$ cat config.mk
export PLATFORM = sky130hd
export DESIGN_NAME = data_in_top_level
export DESIGN_NICKNAME = d
export VERILOG_FILES = /design/src/rtl/data_in_top_level.sv
export SDC_FILE = /design/constraint.sdc
export NUM_CORES = 1
export LEC_CHECK = 0
export CAP_MARGIN = 20
export CELL_PAD_IN_SITES_DETAIL_PLACEMENT = 1
export CELL_PAD_IN_SITES_GLOBAL_PLACEMENT = 2
export CORE_MARGIN = 2
export CORE_UTILIZATION = 38
export CTS_BUF_LIST = sky130_fd_sc_hd__clkbuf_4 sky130_fd_sc_hd__clkbuf_8 sky130_fd_sc_hd__clkbuf_16
export DETAILED_ROUTE_END_ITERATION = 10
export PLACE_DENSITY_LB_ADDON = 0.1
export SETUP_SLACK_MARGIN = 0.4
export SLEW_MARGIN = 20
export SYNTH_ARGS = -nofsm -noshare
export SYNTH_HDL_FRONTEND = slang
export SYNTH_SLANG_ARGS = --single-unit
export TNS_END_PERCENT = 30
$ cat constraint.sdc
create_clock -name FPGA_clk -period 2.48 [get_ports FPGA_clk]
set_input_delay 0.496 -clock FPGA_clk [delete_from_list [all_inputs] [get_ports FPGA_clk]]
set_output_delay 0.496 -clock FPGA_clk [all_outputs]
set_load 0.02 [all_outputs]
$ cat src/rtl/data_in_top_level.sv
// I2C slave receive-path decoder: captures bytes MSB-first, drives the ACK pull-down, stores nibbles per byte.
// Optional DATA_IN_BYTE_OUT_EN adds byte_out holding each full received byte.
module data_in_top_level #(
  parameter int NUM_BYTES = 6
) (
  input  logic                   FPGA_clk,
  input  logic                   rst,
  input  logic                   SCL,
  input  logic                   SCL_prev,
  input  logic                   SDA,
  input  logic                   SDA_prev,
  input  logic                   enable,
  output logic                   done,
  output logic                   SDA_down,
`ifdef DATA_IN_BYTE_OUT_EN
  output logic [8*NUM_BYTES-1:0] byte_out,
`endif
  output logic [4*NUM_BYTES-1:0] HEX_out
);

  localparam int IDX_W = $clog2(NUM_BYTES + 1);

  typedef enum logic [1:0] {
    S_RECV,
    S_ACK_WAIT,
    S_ACK_HOLD,
    S_DONE
  } state_t;

  state_t                   r_state;
  logic [2:0]               r_bit_cnt;
  logic [IDX_W-1:0]         r_byte_idx;
  logic [7:0]               r_shift;
  logic                     r_done;
  logic                     r_sda_down;
  logic [4*NUM_BYTES-1:0]   r_hex;
`ifdef DATA_IN_BYTE_OUT_EN
  logic [8*NUM_BYTES-1:0]   r_byte;
`endif

  logic w_scl_rise;
  logic w_scl_fall;
  logic w_start;
  logic w_stop;

  assign w_scl_rise = SCL & ~SCL_prev;
  assign w_scl_fall = ~SCL & SCL_prev;
  assign w_start    = SCL & SCL_prev & SDA_prev & ~SDA;
  assign w_stop     = SCL & SCL_prev & ~SDA_prev & SDA;

  always_ff @(posedge FPGA_clk or posedge rst) begin
    if (rst) begin
      r_state    <= S_RECV;
      r_bit_cnt  <= '0;
      r_byte_idx <= '0;
      r_shift    <= '0;
      r_done     <= 1'b0;
      r_sda_down <= 1'b0;
      r_hex      <= '0;
`ifdef DATA_IN_BYTE_OUT_EN
      r_byte     <= '0;
`endif
    end else if (!enable) begin
      r_bit_cnt  <= '0;
      r_sda_down <= 1'b0;
      if (r_state != S_DONE) r_state <= S_RECV;
    end else if ((w_start || w_stop) && (r_state != S_DONE)) begin
      // Bus condition wins over any same-cycle SCL edge; committed bytes survive.
      r_bit_cnt  <= '0;
      r_sda_down <= 1'b0;
      r_state    <= S_RECV;
    end else begin
      case (r_state)
        S_RECV: begin
          if (w_scl_rise) begin
            r_shift <= {r_shift[6:0], SDA};
            if (r_bit_cnt == 3'd7) begin
              r_bit_cnt <= '0;
              r_state   <= S_ACK_WAIT;
            end else begin
              r_bit_cnt <= r_bit_cnt + 3'd1;
            end
          end
        end
        S_ACK_WAIT: begin
          if (w_scl_fall) begin
            r_sda_down <= 1'b1;
            r_state    <= S_ACK_HOLD;
          end
        end
        S_ACK_HOLD: begin
          // This fall ends the 9th pulse: release SDA and commit the byte.
          if (w_scl_fall) begin
            r_sda_down <= 1'b0;
            for (int k = 0; k < NUM_BYTES; k++) begin
              if (r_byte_idx == IDX_W'(k)) begin
                r_hex[4*k +: 4] <= r_shift[3:0];
`ifdef DATA_IN_BYTE_OUT_EN
                r_byte[8*k +: 8] <= r_shift;
`endif
              end
            end
            r_byte_idx <= r_byte_idx + 1'b1;
            if (r_byte_idx == IDX_W'(NUM_BYTES - 1)) begin
              r_done  <= 1'b1;
              r_state <= S_DONE;
            end else begin
              r_state <= S_RECV;
            end
          end
        end
        S_DONE: begin
          r_sda_down <= 1'b0;
        end
        default: r_state <= S_RECV;
      endcase
    end
  end

  assign done     = r_done;
  assign SDA_down = r_sda_down;
  assign HEX_out  = r_hex;
`ifdef DATA_IN_BYTE_OUT_EN
  assign byte_out = r_byte;
`endif

endmodule

==> run_results.csv <==
group,metric,value,unit
flow_run,cap_violations,0,
die,dieArea,0.00537,sq mm
synthesis,synth_seq_cells,38,
synthesis,synth_top_area_share,52.2,%
synthesis,syn_nets,152,
global_route,grt_remaining_overflow,0,
die,initial_core_util,39.1,%
global_route,grt_pass1_vias,1230,
placement,placed_area,0.00218,sq mm
die,fp-row-count,25,
worst_setup_path,required,2660,ps
synthesis,synth_commonest_cells,"38 x dfrtp_1, 16 x mux2_2, 12 x mux2_4, 11 x ha_1",
timing,final.setup_skew,4.14,ps
global_route,grt_pass1_wl,6290,um
synthesis,synth.avg_cell_area,13.6,sq um
detailed_routing,viasPerCell,5.00,
global_route,grt_max_degree,39,
synthesis,synth_area_leaders,"dfrtp_1 52%, mux2_2 9.9%, mux2_4 9.9%, ha_1 7.5%, inv_1 1.9%",
clock_tree,cts_resized,0,
synthesis,ys_async_sr_fraction,100,%
worst_setup_path,slowest_delay,590,ps
final_layout,antenna_cells,0,
power,power.density,620,mW/mm^2
clock_tree,cts_setup_buffers,0,
synthesis,ys_warn_count,0,
clock_tree,cts_tree,"built",
worst_setup_path,crit_path_top_delay_cell,"clkdlybuf4s50_1",
worst_setup_path,criticalPathCategory,"input port to register",
timing,worst_pin_slew,473,ps
synthesis,ys_types,28,
global_route,grt_antenna_before_repair,0,
detailed_routing,dr.pass1.iters,2,
worst_setup_path,crit_arrival,2050,ps
run_status,outcome,"complete, no violations",
synthesis,synth-edff-count,0,
clock_tree,cts_root_buf,"clkbuf_8",
detailed_routing,dr_total_vias,1130,
die,num_io_pins,33,
final_layout,areaGrowthSynthToFinish,27.4,%
synthesis,seq_area_frac_synth,52.2,%
clock_tree,clock_sinks,38,
worst_setup_path,cp_max_fo,10,
hold_path,hold_class,"register to register",
synthesis,netlist_area,0.00182,sq mm
synthesis,post-synth-top-count-cell,"dfrtp_1",
final_layout,drive_above_1_share,25.6,%
worst_setup_path,crit_chain,"clkdlybuf4s50_1, nand2_2, nor2_8, and3_1, mux2_4",
clock_tree,cts_hold_buffers,0,
timing,hold_viol,0,
placement,gp_congestion,0.758,
synthesis,netlist_instances,134,
power,ir_worst_vdd,0.000364,V
synthesis,synth_top_area_cell,"dfrtp_1",
timing,setup_tns,0,ps
clock_tree,cts_made_buffers,5,
timing,max_freq,532,MHz
clock_tree,clock_latency,290,ps
global_route,grt_use_total,15.9,%
timing,finalCritPeriodShare,75.7,%
timing,max_slew_margin,68.4,%
placement,io_buffers,32,
detailed_routing,antenna_left,0,
synthesis,synthFlopType,"dfrtp_1",
detailed_routing,drt-initial-drc-count,13,
clock_tree,clk_path_buf_depth,2,
die,die_w,73.3,um
worst_setup_path,startpoint_type,"input port",
detailed_routing,drc_errors,0,
final_layout,layout.nets,189,
timing,rsz0062_at_grt,"false",
timing,setup_viol,0,
die,coreArea,0.00466,sq mm
clock_tree,clk_pin_slew,80,ps
final_layout,final_cell_area,0.00232,sq mm
detailed_routing,wirelength,3770,um
power,p_leak,1.10,nW
placement,dpl.hpwl,2850,um
die,die_h,73.3,um
timing,period_needed,1880,ps
detailed_routing,wl_per_cell,16.7,um
timing,maxSlewViolCount,0,
clock_tree,ctsHtreeMaxLevel,2,
worst_setup_path,critPathCaptureType,"register",
cell type report:
cell class,count,area (sq um)
clock buffers,5,68.8
multi-input cells,84,805
repair buffers,33,328
flip-flops and latches,38,951
inverters,9,33.8
clock inverters,3,68.8
fillers,475,2340
well taps,54,67.6
final timing paths:
path	startpoint	endpoint	slack, ps	depth (start not counted)
max	enable	HEX_out[9]$_DFFE_PP0P_	600	5
min	done$_DFFE_PP0P_	done$_DFFE_PP0P_	480	1
max reg2reg	r_state[0]$_DFFE_PP0P_	HEX_out[9]$_DFFE_PP0P_	640	6
min reg2reg	done$_DFFE_PP0P_	done$_DFFE_PP0P_	480	1
max in group asynchronous	rst	SDA_down$_DFFE_PP0P_	1530	3
min in group asynchronous	rst	r_bit_cnt[0]$_DFFE_PP0P_	620	3
flip-flops by register name (all words and copies together), names as in the netlist:
register and cells:
r_byte_idx 3, r_bit_cnt 3, r_shift 4, r_state 2, done 1, SDA_down 1
HEX_out 24
routing by layer:
metal | track usage (%) | share of wire, % | vias up
li1 | - | - | 535
met1 | 20.6 | 46 | 573
met2 | 25.7 | 49 | 16
met3 | 4.12 | 3.1 | 6
met4 | 5.56 | 1.1 | 0
met5 | 0 | 0 | -
logic make-up after synthesis:
family | count (synthesis) | share of synthesized area [%]
compound gates | 13 | 5.70
flops | 38 | 52.2
fa+ha+maj | 11 | 7.55
simple gates | 29 | 9.61
buf+inv | 12 | 3.71
xor+xnor | 2 | 0.961
mux | 29 | 20.3
critical path: cells and delay by family:
family                 cells  cell delay, ps
and+or+nand+nor            3             640
buffers and inverters      1             590
muxes                      1             330
stage by stage:
step           utilization, %  cells  hold slack [ps]  power [W]  worst slack, ps
2_1_floorplan               -    134              505   0.000762              869
3_3_place_gp             46.9    218              449   0.000823              330
3_5_place_dp             46.9    218              460   0.000826              281
4_1_cts                  49.8    226              483    0.00146              602
5_1_grt                  49.8    226              517    0.00151              536
6_report                 49.8    226              480    0.00144              601
placed cells by master, fill, tap and decap left out, drive strengths merged:
master         synthesis  routed
nand2b                 2       2
nor3                   2       2
mux2                  28      28
ha                    11      11
a21oi                  4       4
and3                   4       4
a211oi                 2       2
nor2b                  1       1
bufinv                 0       2
o21ai                  3       3
mux2i                  1       1
xnor2                  2       2
nand2                 10      10
clkdlybuf4s50          0      32
or2                    1       1
clkinv                 0       1
nand3                  3       3
nor2                   5       5
nand3b                 1       1
clkbuf                 0       5
o32a                   1       1
inv                    9       9
o31ai                  1       1
o32ai                  2       2
dfrtp                 38      38
buf                    3       1
report_power, final:
part / internal (W) / switching, W / total (W) / leakage [nW]
registers: 0.000648 / 0.0000701 / 0.000718 / 0.509
clock network: 0.000403 / 0.000228 / 0.000631 / 0.0683
logic: 0.0000468 / 0.0000448 / 0.0000916 / 0.525
No activity file was read; power rests on OpenSTA's default activity.
